==> config.mk <==
export PLATFORM = sky130hd
export DESIGN_NAME = pipe_stage_reg
export DESIGN_NICKNAME = d
export VERILOG_FILES = /design/src/rtl/pipe_stage_reg.sv
export SDC_FILE = /design/constraint.sdc
export NUM_CORES = 1
export LEC_CHECK = 0
export CAP_MARGIN = 10
export CORE_MARGIN = 2
export CORE_UTILIZATION = 40
export DETAILED_ROUTE_END_ITERATION = 8
export PLACE_DENSITY = 0.66
export SLEW_MARGIN = 20
export SYNTH_ARGS = -nofsm -noshare
export SYNTH_HDL_FRONTEND = slang
export SYNTH_SLANG_ARGS = --single-unit
==> constraint.sdc <==
create_clock -name clk -period 3.89 [get_ports clk]
set_clock_uncertainty 0.05 [all_clocks]
set_input_delay 0.9725 -clock clk [delete_from_list [all_inputs] [get_ports clk]]
set_output_delay 0.9725 -clock clk [all_outputs]
set_load 0.05 [all_outputs]
==> src/rtl/pipe_stage_reg.sv <==
// rtl/pipe_stage_reg.sv - pipeline stage register with valid/ready handshake, flush and optional skid entry
module pipe_stage_reg #(
    parameter int DBITS     = 32,
    parameter int CTRL_BITS = 4,
    parameter int SKID      = 1,
    parameter int CNT_BITS  = 16
) (
    input  logic                 clk,
    input  logic                 reset,
    input  logic                 flush,
    input  logic                 in_valid,
    output logic                 in_ready,
    input  logic [CTRL_BITS-1:0] in_ctrl,
    input  logic [DBITS-1:0]     in_data,
    output logic                 out_valid,
    input  logic                 out_ready,
    output logic [CTRL_BITS-1:0] out_ctrl,
    output logic [DBITS-1:0]     out_data,
    output logic [1:0]           occupancy,
    output logic [CNT_BITS-1:0]  stall_cnt
);
    typedef enum logic [1:0] {
        EMPTY = 2'd0,
        ONE   = 2'd1,
        FULL  = 2'd2
    } state_t;

    localparam bit HAS_SKID = (SKID != 0);
    localparam logic [CNT_BITS-1:0] CNT_ONE = {{(CNT_BITS-1){1'b0}}, 1'b1};
    localparam logic [CNT_BITS-1:0] CNT_MAX = '1;

    state_t               state;
    state_t               next;
    logic                 m_valid;
    logic                 s_valid;
    logic                 acc;
    logic                 pop;
    logic                 load_m;
    logic                 load_m_from_s;
    logic                 load_s;
    logic [CTRL_BITS-1:0] m_ctrl;
    logic [CTRL_BITS-1:0] s_ctrl;
    logic [DBITS-1:0]     m_data;
    logic [DBITS-1:0]     s_data;

    // Entry valid bits are encoded by the state: M valid unless EMPTY, S valid only in FULL.
    assign m_valid = (state != EMPTY);
    assign s_valid = (state == FULL);

    // With the skid entry, in_ready depends only on held state, never on out_ready.
    assign in_ready = (HAS_SKID ? !s_valid : (!m_valid || out_ready)) && !flush && !reset;
    assign acc      = in_valid && in_ready;
    assign pop      = m_valid && out_ready;

    always_ff @(posedge clk or posedge reset) begin
        if (reset) begin
            state <= EMPTY;
        end else begin
            state <= next;
        end
    end

    always_comb begin
        next          = state;
        load_m        = 1'b0;
        load_m_from_s = 1'b0;
        load_s        = 1'b0;
        if (flush) begin
            next = EMPTY;
        end else begin
            case (state)
                EMPTY: begin
                    if (acc) begin
                        load_m = 1'b1;
                        next   = ONE;
                    end
                end
                ONE: begin
                    if (acc && pop) begin
                        load_m = 1'b1;
                    end else if (acc && HAS_SKID) begin
                        load_s = 1'b1;
                        next   = FULL;
                    end else if (pop) begin
                        next = EMPTY;
                    end
                end
                FULL: begin
                    if (pop) begin
                        load_m_from_s = 1'b1;
                        next          = ONE;
                    end
                end
                default: next = EMPTY;
            endcase
        end
    end

    // Flush clears control bits but leaves data registers untouched.
    always_ff @(posedge clk or posedge reset) begin
        if (reset) begin
            m_ctrl <= '0;
            m_data <= '0;
        end else if (flush) begin
            m_ctrl <= '0;
        end else if (load_m) begin
            m_ctrl <= in_ctrl;
            m_data <= in_data;
        end else if (load_m_from_s) begin
            m_ctrl <= s_ctrl;
            m_data <= s_data;
        end
    end

    always_ff @(posedge clk or posedge reset) begin
        if (reset) begin
            s_ctrl <= '0;
            s_data <= '0;
        end else if (flush) begin
            s_ctrl <= '0;
        end else if (load_s) begin
            s_ctrl <= in_ctrl;
            s_data <= in_data;
        end
    end

    always_ff @(posedge clk or posedge reset) begin
        if (reset) begin
            stall_cnt <= '0;
        end else if (m_valid && !out_ready && (stall_cnt != CNT_MAX)) begin
            stall_cnt <= stall_cnt + CNT_ONE;
        end
    end

    assign out_valid = m_valid;
    assign out_ctrl  = m_valid ? m_ctrl : '0;
    assign out_data  = m_data;
    assign occupancy = s_valid ? 2'd2 : (m_valid ? 2'd1 : 2'd0);

endmodule

==> flow_summary.toml <==
[sta]
rsz0062_at_grt = "false"
relSlewSlack_pct = 46.9
hold_ws_ns = 0.438
hold_viol_final = 0
setup_viol = 0
slew_violations = 0
period_share_pct = 85.0
tightest_slew_ns = 0.795
period_needed_ns = 3.31
fin_tns_setup_ns = 0
clock.fmax_ghz = 0.302

[global_route]
antenna_found_initial = 0
grt_max_degree = 50
grt_pass1_wl_um = 14800
grt_overflow = 0
grt_pass1_vias = 2902
track_usage_pct = 16.6

[floorplanning]
initial_core_util_pct = 40.8
rows = 37
coreArea_sq_um = 10200
die_x_um = 106
ioPinCount = 97
dieArea_sq_um = 11200
die_y_um = 106

[power_and_ir_drop]
p_leak_nw = 2.59
ir_drop_v = 0.000329
p_total_mw = 2.62
power_density_nw_per_um2 = 488

[finish]
area_growth_syn_to_layout_pct = 29.2
final_common_cell = "clkdlybuf4s50_1"
nFillCells = 889
final_cell_mix = "95 x clkdlybuf4s50_1, 90 x dfrtp_1, 32 x a22o_1, 32 x a21o_1, 26 x mux2_4"
fin_cells = 547
antenna_cells = 0
drive_gt1_share_pct = 16.3
stdcell_area_sq_um = 5370
nets = 448

[drt]
drc = 0
num_vias = 2815
drt_pass1_iterations = 4
dr.first_iter.drc_count = 136
viasPerCell = 5.15
wl_per_cell_um = 16.3
wirelength_um = 8890
postRouteAntennaNets = 0

[yosys]
syn_inst = 314
yosysSeqAreaShare_pct = 54.2
synth_area_leaders = "dfrtp_1 54%, mux2_4 9.4%, a22o_1 6.7%, a21o_1 5.8%, buf_6 2.2%"
synth_nets = 356
syn_area_sq_um = 4160
synth-seq-cells = 90
syn_avg_cell_area_sq_um = 13.2
synth_top_area_cell = "dfrtp_1"
yosysTopAreaCellShare_pct = 54.2
yosysUniqueCellTypes = 44
ys_warn_count = 0

[min_path]
hp-class = "register to register"
min_from = "out_data[8]"

[placed_design]
gp_congestion = 0.790
port_buffers = 96
dpl.cell_count = 531
place_hpwl_um = 5930
place_area_sq_um = 5170

[clock_network]
root_buffer = "clkbuf_8"
cts_resized = 0
h-tree-depth = 3
clk_latency_ns = 0.36
post_cts_buffers = 0
path_clk_slew_ns = 0.10
cts_hold_buf = 0
cts_tree = "built"
clock_sinks = 90
cts_buffer_depth = 2
cts_made_buffers = 9

[worst_setup_path]
path_delay_family = "buffers and inverters"
critPathLaunchType = "register"
end_kind = "output pin"
crit_slowest_cell = "clkdlybuf4s50_1"
r2r-start = "state[0]"
worstPathArrival_ns = 2.28
path_max_fanout = 9
crit_path_cell_trace = "nor2_1 > nor2b_1 > clkdlybuf4s50_1"
path_class = "register to output pin"
cp.required_ns = 2.87
path_buf_inv = 1
crit_start = "state[1]"
slowest_delay_ns = 0.73

[flow_run]
cap_violations = 0

[outcome]
outcome = "completed"
[metrics by stage]
stage / setup slack [ns] / utilization [%]
detailed placement: 0.639 / 50.8
global route: 0.395 / 52.7
finish: 0.583 / 52.7
global placement: 0.679 / 50.8
floorplan: 0.532 / -
CTS: 0.543 / 52.7
[cell type report]
cell class | instances | area [sq um] | area share (%)
flip-flops and latches | 90 | 2250 | 41.9
inverters | 3 | 12.5 | 0.233
clock buffers | 10 | 138 | 2.56
repair buffers | 101 | 1010 | 18.8
clock inverters | 6 | 60.1 | 1.12
multi-input cells | 201 | 1730 | 32.2
well taps | 136 | 170 | 3.17
[report_power, final]
part	switching, mW	internal, mW
combinational	0.462	0.335
sequential	0.117	1.09
clock	0.358	0.263
total	0.937	1.69
[flip-flops by register name, summed over array words and instances, names as in the netlist]
name and count:
m_ctrl 4, out_data 32, s_ctrl 4, s_data 32, stall_cnt 16, state 2
[path summary, 6_finish.rpt]
kind,to,slack (ns),depth (start not counted)
min in group asynchronous,state[1],1.15,2
max in group asynchronous,s_data[24],1.95,3
hold / removal,out_data[8],0.44,1
setup / recovery,out_ctrl[3],0.58,3
hold reg to reg,out_data[8],0.44,1
setup reg to reg,out_data[0],1.76,4
[synthesized netlist by cell type]
library cell / number
a22o_1: 32
mux2_4: 26
nand4_1: 4
o21ba_2: 1
a21o_1: 32
nand2_4: 1
nand2_1: 15
nor2_4: 1
nand3_1: 9
mux2_1: 1
a21oi_1: 4
nor4_2: 1
and2b_4: 1
clkbuf_1: 1
nor4_4: 2
nor3_1: 6
dfrtp_1: 90
ha_1: 1
xor2_1: 6
nor4b_4: 1
nor4_1: 3
o211ai_1: 1
xnor2_1: 6
o21ai_0: 4
buf_4: 6
nand4_4: 1
mux2_2: 7
mux2i_1: 5
a311oi_1: 1
nand3b_1: 4
and3b_1: 1
nor2_1: 7
buf_2: 5
nand2b_1: 1
or3_1: 2
or2_2: 1
and4_1: 2
a31oi_1: 1
nor2b_1: 5
nor3b_1: 2
nand4b_1: 2
o22a_1: 1
buf_6: 8
inv_1: 3
[layer usage]
metal / up-vias / share of wire, % / track usage, % / wire length, um
li1: 1324 / - / - / -
met1: 1412 / 47 / 23.1 / 4210
met2: 75 / 47 / 26.1 / 4140
met3: 4 / 5.4 / 4.41 / 481
met4: 0 / 0.69 / 4.23 / 61
met5: - / 0 / 0 / 0
[cells by family (layout without fill, tap and decap cells)]
logic type               after synthesis  in the layout  synth area share (%)
AND/OR/NAND/NOR                       72             72                  11.5
multiplexers                          39             39                  12.8
adder cells (fa/ha/maj)                1              1                 0.301
AO/OA/AOI/OAI                         77             77                  14.5
flip-flops                            90             90                  54.2
XOR/XNOR                              12             12                  2.53
buffers and inverters                 23            120                  4.21
Power figures use the tool's default switching activity.
